<file path="src/rtl/cpu_cu_ws_if.sv">
// Control-unit boundary: IR/flags/memory handshake in, datapath and memory controls out.
interface cpu_cu_ws_if #(
    parameter int unsigned RA_W  = 3,
    parameter int unsigned CNT_W = 16
);
    localparam int unsigned IW = 7 + 3 * RA_W;

    logic [IW-1:0]    IR;
    logic             N;
    logic             Z;
    logic             C;
    logic             mem_rdy;
    logic             resume;
    logic [RA_W-1:0]  W_addr;
    logic [RA_W-1:0]  R_addr;
    logic [RA_W-1:0]  S_addr;
    logic             adr_sel;
    logic             s_sel;
    logic             pc_ld;
    logic             pc_inc;
    logic             pc_sel;
    logic             ir_ld;
    logic             mw_en;
    logic             rw_en;
    logic [3:0]       alu_op;
    logic             mem_req;
    logic             bus_err;
    logic [7:0]       status;
    logic [CNT_W-1:0] instr_cnt;

    modport master (
        input  IR, N, Z, C, mem_rdy, resume,
        output W_addr, R_addr, S_addr, adr_sel, s_sel, pc_ld, pc_inc, pc_sel, ir_ld,
               mw_en, rw_en, alu_op, mem_req, bus_err, status, instr_cnt
    );

    modport slave (
        output IR, N, Z, C, mem_rdy, resume,
        input  W_addr, R_addr, S_addr, adr_sel, s_sel, pc_ld, pc_inc, pc_sel, ir_ld,
               mw_en, rw_en, alu_op, mem_req, bus_err, status, instr_cnt
    );
endinterface

</file>
<file path="src/rtl/cpu_cu_ws.sv">
// Multi-cycle control unit: fetch/decode/execute FSM with memory wait-state timeout,
// resumable HALT, sticky bus error and a retired-instruction counter.
module cpu_cu_ws #(
    parameter int unsigned RA_W     = 3,
    parameter int unsigned WAIT_MAX = 15,
    parameter int unsigned CNT_W    = 16
) (
    input logic         clk,
    input logic         reset_n,
    cpu_cu_ws_if.master bus
);
    localparam int unsigned IW       = 7 + 3 * RA_W;
    localparam logic [7:0]  WaitLast = 8'(WAIT_MAX - 1);

    typedef enum logic [4:0] {
        StReset, StFetch, StDecode,
        StAdd, StSub, StCmp, StMov, StShl, StShr, StInc, StDec,
        StLoad, StSto, StLdi, StHalt, StJe, StJne, StJc, StJmp,
        StIllegal, StBusErr
    } state_e;

    state_e           state_q, state_d, dec_state;
    logic [2:0]       ps_q, ps_d;
    logic [7:0]       wait_q, wait_d;
    logic [CNT_W-1:0] cnt_q, cnt_d;
    logic             bus_err_q, bus_err_d;

    logic [6:0]       opcode;
    logic [RA_W-1:0]  f_w, f_r, f_s;
    logic             is_alu, is_mem, is_jmp, timeout;

    assign opcode = bus.IR[IW-1 -: 7];
    assign f_w    = bus.IR[3*RA_W-1 -: RA_W];
    assign f_r    = bus.IR[2*RA_W-1 -: RA_W];
    assign f_s    = bus.IR[RA_W-1:0];

    assign is_alu  = state_q inside {StAdd, StSub, StCmp, StMov, StShl, StShr, StInc, StDec};
    assign is_mem  = state_q inside {StFetch, StLoad, StSto, StLdi};
    assign is_jmp  = state_q inside {StJe, StJne, StJc, StJmp};
    // A ready on the last allowed wait cycle still completes the access.
    assign timeout = is_mem && !bus.mem_rdy && (wait_q == WaitLast);

    always_comb begin
        unique case (opcode)
            7'h70:   dec_state = StAdd;
            7'h71:   dec_state = StSub;
            7'h72:   dec_state = StCmp;
            7'h73:   dec_state = StMov;
            7'h74:   dec_state = StShl;
            7'h75:   dec_state = StShr;
            7'h76:   dec_state = StInc;
            7'h77:   dec_state = StDec;
            7'h78:   dec_state = StLoad;
            7'h79:   dec_state = StSto;
            7'h7A:   dec_state = StLdi;
            7'h7B:   dec_state = StHalt;
            7'h7C:   dec_state = StJe;
            7'h7D:   dec_state = StJne;
            7'h7E:   dec_state = StJc;
            7'h7F:   dec_state = StJmp;
            default: dec_state = StIllegal;
        endcase
    end

    always_ff @(posedge clk or negedge reset_n) begin
        if (!reset_n) begin
            state_q   <= StReset;
            ps_q      <= 3'b000;
            wait_q    <= 8'd0;
            cnt_q     <= '0;
            bus_err_q <= 1'b0;
        end else begin
            state_q   <= state_d;
            ps_q      <= ps_d;
            wait_q    <= wait_d;
            cnt_q     <= cnt_d;
            bus_err_q <= bus_err_d;
        end
    end

    always_comb begin
        state_d = state_q;
        case (state_q)
            StReset:  state_d = StFetch;
            StFetch: begin
                if (bus.mem_rdy)  state_d = StDecode;
                else if (timeout) state_d = StBusErr;
            end
            StDecode: state_d = dec_state;
            StLoad, StSto, StLdi: begin
                if (bus.mem_rdy)  state_d = StFetch;
                else if (timeout) state_d = StBusErr;
            end
            StHalt:   if (bus.resume) state_d = StFetch;
            StIllegal, StBusErr: state_d = state_q;
            default:  state_d = StFetch;  // single-cycle ALU and branch states
        endcase
    end

    always_comb begin
        ps_d = ps_q;
        if (is_alu && (state_q != StMov)) ps_d = {bus.N, bus.Z, bus.C};

        wait_d = 8'd0;
        if (is_mem && !bus.mem_rdy && (state_d == state_q)) wait_d = wait_q + 8'd1;

        cnt_d = cnt_q;
        if (is_alu || is_jmp || (is_mem && (state_q != StFetch) && bus.mem_rdy) ||
            ((state_q == StDecode) && (state_d == StHalt))) begin
            cnt_d = cnt_q + CNT_W'(1);
        end

        bus_err_d = bus_err_q | (state_d == StBusErr);
    end

    assign bus.bus_err   = bus_err_q;
    assign bus.instr_cnt = cnt_q;

    always_comb begin
        bus.W_addr  = '0;
        bus.R_addr  = '0;
        bus.S_addr  = '0;
        bus.adr_sel = 1'b0;
        bus.s_sel   = 1'b0;
        bus.pc_ld   = 1'b0;
        bus.pc_inc  = 1'b0;
        bus.pc_sel  = 1'b0;
        bus.ir_ld   = 1'b0;
        bus.mw_en   = 1'b0;
        bus.rw_en   = 1'b0;
        bus.alu_op  = 4'b0000;
        bus.mem_req = 1'b0;
        bus.status  = 8'h00;

        if (is_alu) begin
            bus.W_addr = f_w;
            bus.R_addr = f_r;
            bus.S_addr = f_s;
            bus.rw_en  = (state_q != StCmp);
        end

        case (state_q)
            StReset:  bus.status = 8'hFF;
            StFetch: begin
                bus.mem_req = 1'b1;
                bus.ir_ld   = bus.mem_rdy;
                bus.pc_inc  = bus.mem_rdy;
                bus.status  = 8'h80;
            end
            StDecode: bus.status = 8'hC0;
            StAdd: begin bus.alu_op = 4'b0100; bus.status = {ps_q, 5'd0}; end
            StSub: begin bus.alu_op = 4'b0101; bus.status = {ps_q, 5'd1}; end
            StCmp: begin bus.alu_op = 4'b0101; bus.status = {ps_q, 5'd2}; end
            StMov: begin bus.alu_op = 4'b0000; bus.status = {ps_q, 5'd3}; end
            StShl: begin bus.alu_op = 4'b0111; bus.status = {ps_q, 5'd4}; end
            StShr: begin bus.alu_op = 4'b0110; bus.status = {ps_q, 5'd5}; end
            StInc: begin bus.alu_op = 4'b0010; bus.status = {ps_q, 5'd6}; end
            StDec: begin bus.alu_op = 4'b0011; bus.status = {ps_q, 5'd7}; end
            StLoad: begin
                bus.adr_sel = 1'b1;
                bus.s_sel   = 1'b1;
                bus.R_addr  = f_s;
                bus.W_addr  = f_w;
                bus.mem_req = 1'b1;
                bus.rw_en   = bus.mem_rdy;
                bus.status  = {ps_q, 5'd8};
            end
            StSto: begin
                bus.adr_sel = 1'b1;
                bus.R_addr  = f_w;
                bus.S_addr  = f_s;
                bus.mem_req = 1'b1;
                bus.mw_en   = 1'b1;
                bus.status  = {ps_q, 5'd9};
            end
            StLdi: begin
                bus.s_sel   = 1'b1;
                bus.W_addr  = f_w;
                bus.mem_req = 1'b1;
                bus.rw_en   = bus.mem_rdy;
                bus.pc_inc  = bus.mem_rdy;
                bus.status  = {ps_q, 5'd10};
            end
            StHalt: bus.status = {ps_q, 5'b01011};
            StJe:  begin bus.pc_ld = ps_q[1];  bus.status = {ps_q, 5'd12}; end
            StJne: begin bus.pc_ld = ~ps_q[1]; bus.status = {ps_q, 5'd13}; end
            StJc:  begin bus.pc_ld = ps_q[0];  bus.status = {ps_q, 5'd14}; end
            StJmp: begin
                bus.pc_ld  = 1'b1;
                bus.pc_sel = 1'b1;
                bus.S_addr = f_s;
                bus.status = {ps_q, 5'd15};
            end
            StIllegal: bus.status = 8'hF0;
            StBusErr:  bus.status = 8'hE0;
            default: ;
        endcase
    end
endmodule
</file>
<file path="src/flat_wrapper.sv">
// flat-port wrapper written by rule: the top's interface ports become plain ports
module cpu_cu_ws_flat 
#(
    parameter int unsigned RA_W     = 3,
    parameter int unsigned WAIT_MAX = 15,
    parameter int unsigned CNT_W    = 16
)
  (clk, reset_n, bus_IR, bus_N, bus_Z, bus_C, bus_mem_rdy, bus_resume, bus_W_addr, bus_R_addr, bus_S_addr, bus_adr_sel, bus_s_sel, bus_pc_ld, bus_pc_inc, bus_pc_sel, bus_ir_ld, bus_mw_en, bus_rw_en, bus_alu_op, bus_mem_req, bus_bus_err, bus_status, bus_instr_cnt);
  cpu_cu_ws_if #(.RA_W(RA_W), .CNT_W(CNT_W)) bus_i ();
  input logic clk;
  input logic reset_n;
  input wire logic [$bits(bus_i.IR)-1:0] bus_IR;
  input wire logic [$bits(bus_i.N)-1:0] bus_N;
  input wire logic [$bits(bus_i.Z)-1:0] bus_Z;
  input wire logic [$bits(bus_i.C)-1:0] bus_C;
  input wire logic [$bits(bus_i.mem_rdy)-1:0] bus_mem_rdy;
  input wire logic [$bits(bus_i.resume)-1:0] bus_resume;
  output wire logic [$bits(bus_i.W_addr)-1:0] bus_W_addr;
  output wire logic [$bits(bus_i.R_addr)-1:0] bus_R_addr;
  output wire logic [$bits(bus_i.S_addr)-1:0] bus_S_addr;
  output wire logic [$bits(bus_i.adr_sel)-1:0] bus_adr_sel;
  output wire logic [$bits(bus_i.s_sel)-1:0] bus_s_sel;
  output wire logic [$bits(bus_i.pc_ld)-1:0] bus_pc_ld;
  output wire logic [$bits(bus_i.pc_inc)-1:0] bus_pc_inc;
  output wire logic [$bits(bus_i.pc_sel)-1:0] bus_pc_sel;
  output wire logic [$bits(bus_i.ir_ld)-1:0] bus_ir_ld;
  output wire logic [$bits(bus_i.mw_en)-1:0] bus_mw_en;
  output wire logic [$bits(bus_i.rw_en)-1:0] bus_rw_en;
  output wire logic [$bits(bus_i.alu_op)-1:0] bus_alu_op;
  output wire logic [$bits(bus_i.mem_req)-1:0] bus_mem_req;
  output wire logic [$bits(bus_i.bus_err)-1:0] bus_bus_err;
  output wire logic [$bits(bus_i.status)-1:0] bus_status;
  output wire logic [$bits(bus_i.instr_cnt)-1:0] bus_instr_cnt;
  assign bus_i.IR = bus_IR;
  assign bus_i.N = bus_N;
  assign bus_i.Z = bus_Z;
  assign bus_i.C = bus_C;
  assign bus_i.mem_rdy = bus_mem_rdy;
  assign bus_i.resume = bus_resume;
  assign bus_W_addr = bus_i.W_addr;
  assign bus_R_addr = bus_i.R_addr;
  assign bus_S_addr = bus_i.S_addr;
  assign bus_adr_sel = bus_i.adr_sel;
  assign bus_s_sel = bus_i.s_sel;
  assign bus_pc_ld = bus_i.pc_ld;
  assign bus_pc_inc = bus_i.pc_inc;
  assign bus_pc_sel = bus_i.pc_sel;
  assign bus_ir_ld = bus_i.ir_ld;
  assign bus_mw_en = bus_i.mw_en;
  assign bus_rw_en = bus_i.rw_en;
  assign bus_alu_op = bus_i.alu_op;
  assign bus_mem_req = bus_i.mem_req;
  assign bus_bus_err = bus_i.bus_err;
  assign bus_status = bus_i.status;
  assign bus_instr_cnt = bus_i.instr_cnt;
  cpu_cu_ws #(.RA_W(RA_W), .WAIT_MAX(WAIT_MAX), .CNT_W(CNT_W)) u_core (.clk(clk), .reset_n(reset_n), .bus(bus_i));
endmodule
</file>
<file path="config.mk">
export PLATFORM = sky130hd
export DESIGN_NAME = cpu_cu_ws_flat
export DESIGN_NICKNAME = d
export VERILOG_FILES = /design/src/rtl/cpu_cu_ws_if.sv /design/src/rtl/cpu_cu_ws.sv /design/src/flat_wrapper.sv
export SDC_FILE = /design/constraint.sdc
export NUM_CORES = 1
export LEC_CHECK = 0
export ABC_CLOCK_PERIOD_IN_PS = 2200
export BUFFER_PORTS_ARGS = -buffer_cell sky130_fd_sc_hd__buf_2
export CORE_ASPECT_RATIO = 0.6
export CORE_MARGIN = 4
export CORE_UTILIZATION = 25
export DETAILED_ROUTE_END_ITERATION = 10
export PLACE_DENSITY_LB_ADDON = 0.3
export SYNTH_ARGS = -nofsm -noshare
export SYNTH_HDL_FRONTEND = slang
export SYNTH_SLANG_ARGS = --single-unit
</file>
<file path="constraint.sdc">
create_clock -name clk -period 2.2 [get_ports clk]
set_input_delay 0.22 -clock clk [delete_from_list [all_inputs] [get_ports clk]]
set_output_delay 0.22 -clock clk [all_outputs]
set_load 0.02 [all_outputs]
</file>
==> impl_metrics.tcl <==
set metrics [dict create \
    synth_top_cells_by_area "dfrtp_1 33%, nand2_1 5.1%, xor2_1 4.9%" \
    area_growth_pct 54.6 \
    drive_above_1_share_pct 43.9 \
    n_antenna_cell 0 \
    p_comb_share_pct 59.8 \
    max_cap_viol_count 0 \
    port_buffers 68 \
    p_seq_share_pct 20.8 \
    synth_top_area_share_pct 32.9 \
    p_int_uw 2370 \
    num_rows 27 \
    ir_drop_mv 0.403 \
    cts_tree "built" \
    cts-root-buf "clkbuf_16" \
    cts-htree-levels 2 \
    syn_inst 302 \
    hold_violations 0 \
    holdBufCountCts 0 \
    critical_path_class "reg -> reg" \
    max_slew_margin_pct 49.6 \
    worstReg2RegStart "u_core.state_q[2]" \
    p_switching_uw 1820 \
    worst_ep_arrival_time_ps 2530 \
    yosys_warnings 0 \
    drv_slew 0 \
    finalWirelength_um 8400 \
    path_max_fanout 4 \
    synthArstFlopShare_pct 100 \
    grt_use_total_pct 13.4 \
    synth_seq_area_share_pct 32.9 \
    synth-edff-count 0 \
    drtPass1Iterations 5 \
    cts.clk_slew.worst_paths_ps 50 \
    grt_pass1_vias 2512 \
    tightest_slew_ps 755 \
    syn_nets 328 \
    rsz0062_at_grt "yes" \
    grt_max_degree 34 \
    setup_violations 19 \
    initial_core_util_pct 26.5 \
    pwr_density_cell_mw_per_mm2 1080 \
    worst_slack_ps -173 \
    clockBufferDepth 2 \
    fin_area_mm2 0.00388 \
    post_drt_wl_per_cell_um 15.3 \
    cp.required_ps 2360 \
    yosysTopAreaCell "dfrtp_1" \
    hpwlAfterDp_um 6050 \
    ant_nets 0 \
    clk_latency_ps 270 \
    vias 2687 \
    io_pins 70 \
    critPathLaunch "u_core.state_q[2]" \
    netlist_area_mm2 0.00251 \
    leakage_uw 0.00187 \
    cts_sinks 33 \
    die_x_um 137 \
    synth_flop_cell "dfrtp_1" \
    fin_skew_ps 3.60 \
    r2r_end "u_core.bus.instr_cnt[1]" \
    post-route-min-period_ps 2370 \
    outcome "finished, violations left" \
    yosysUniqueCellTypes 63 \
    swShare_pct 43.4 \
    r2r_slack_ps -170 \
    grt_pass1_wl_um 12900 \
    worstRegToRegCells 7 \
    vias_per_cell 4.91 \
    antenna_found_initial 0 \
    endpoint_kind "register" \
    failed_checks "setup timing" \
    drt-initial-drc-count 213 \
    die-area_mm2 0.0118 \
    cts_buffers 5 \
    fmax_mhz 421 \
    placed_area_mm2 0.00325 \
    synth.avg_cell_area_um2 8.31 \
    grt.overflow.total 0 \
    period_share_pct 108 \
    coreArea_mm2 0.00946 \
    fp.dieH_um 85.6 \
    ys_seq_elements 33 \
    hold_path.class "in -> async" \
    crit_end "u_core.bus.instr_cnt[1]" \
    clockPowerShare_pct 19.4 \
    fin_total_pwr_uw 4190 \
    place_congestion 0.863 \
    crit_path_start_kind "register" \
    nets 442 \
    drc 0 \
]
## power by group through the flow
stage	logic (µW)	clock network, µW	registers (µW)
floorplan	1290	0	912
global placement	2090	0	870
detailed placement	2120	0	874
CTS	2230	829	868
global route	2710	859	893
finish	2510	814	870
## worst min-delay path by stage
stage | to | slack (ps)
3_3_place_gp | u_core.bus.instr_cnt[3] | 330
3_5_place_dp | u_core.bus.instr_cnt[3] | 340
2_1_floorplan | u_core.bus.bus_err | -80
4_1_cts | u_core.bus.instr_cnt[3] | 60
6_report | u_core.bus.instr_cnt[3] | 10
5_1_grt | u_core.bus.instr_cnt[3] | 90
## synthesized netlist by cell type (all sizes together) (8+ instances only)
cell	instances
a21oi	14
xnor2	11
nor2b	8
xor2	14
inv	11
nor2	31
nor3	11
o21ai	23
dfrtp	33
nand2	34
buf	8
clkbuf	11
## final cells by class
class | instances | area (µm²)
Fill cell | 959 | 5580
Multi-Input combinational cell | 239 | 1790
Timing Repair Buffer | 126 | 887
Sequential cell | 33 | 827
Tap cell | 130 | 163
Clock buffer | 7 | 143
Inverter | 11 | 41.3
Clock inverter | 1 | 30.0
## worst max-delay path, stage by stage (launching register included)
cell and delay, ps:
dfrtp_1 420, or4b_4 550, a311oi_4 250, buf_4 180
a22oi_2 100, a211oi_4 370, nor2_2 80, mux2_4 300
## state kept, by name (all words and copies together) (netlist names)
| signal | count |
|---|---|
| u_core.bus.bus_err | 1 |
| u_core.bus.instr_cnt | 16 |
| u_core.ps_q | 3 |
| u_core.state_q | 5 |
| u_core.wait_q | 8 |
## per-layer routing
metal	GRT usage, %	routed length (µm)	up-vias
li1	-	-	1307
met1	20.8	4270	1304
met2	19.1	3630	68
met3	3.05	421	8
met4	1.63	71	0
met5	0	0	-
## layout by cell type, fill, tap and decap left out, types with 3 or more instances in the layout
master,count
nor2b_1,8
dfrtp_1,32
and2_1,4
buf_4,46
nand2_1,30
o21ai_1,3
nand4_1,6
nor2_1,27
o21bai_1,3
buf_2,63
xnor2_1,11
nand3b_1,4
nor3_4,6
a21oi_1,12
a31oi_1,3
and3_1,5
clkbuf_16,6
o21ai_2,3
ha_1,3
a222oi_1,3
nand3_1,5
o21ai_0,17
nand2_2,4
o22ai_1,5
nor3_1,3
xor2_1,14
inv_1,10
buf_6,13
## stage by stage
step                hold WS (ps)  worst slack, ps  setup TNS, ps  std cells  utilization, %
finish                      13.6             -173          -2090        547            41.0
detailed placement           342             -240          -1750        524            34.4
CTS                         55.3             -201          -2680        537            37.8
global placement             334             -141           -921        524            34.4
global route                94.3             -239          -3760        547            41.0
floorplan                  -75.6             -154           -610        302               -
## what timing repair did
action                                  in CTS  in global routing
gates cloned                                 0                  1
endpoints found under the setup margin      29                 35
buffers inserted                             5                  9
pin swaps                                   26                 20
gates resized for setup                     24                 49
## logic make-up (layout without fill, tap and decap cells)
group,count (synthesis),in the layout,synth area share (%)
buffers and inverters,30,145,5.09
XOR/XNOR,25,25,8.73
flip-flops,33,33,32.9
adder cells (fa/ha/maj),4,4,1.90
other,1,1,0.149
AO/OA/AOI/OAI,75,75,22.5
AND/OR/NAND/NOR,132,132,27.6
multiplexers,2,2,1.05
No activity file was read; power rests on OpenSTA's default activity.
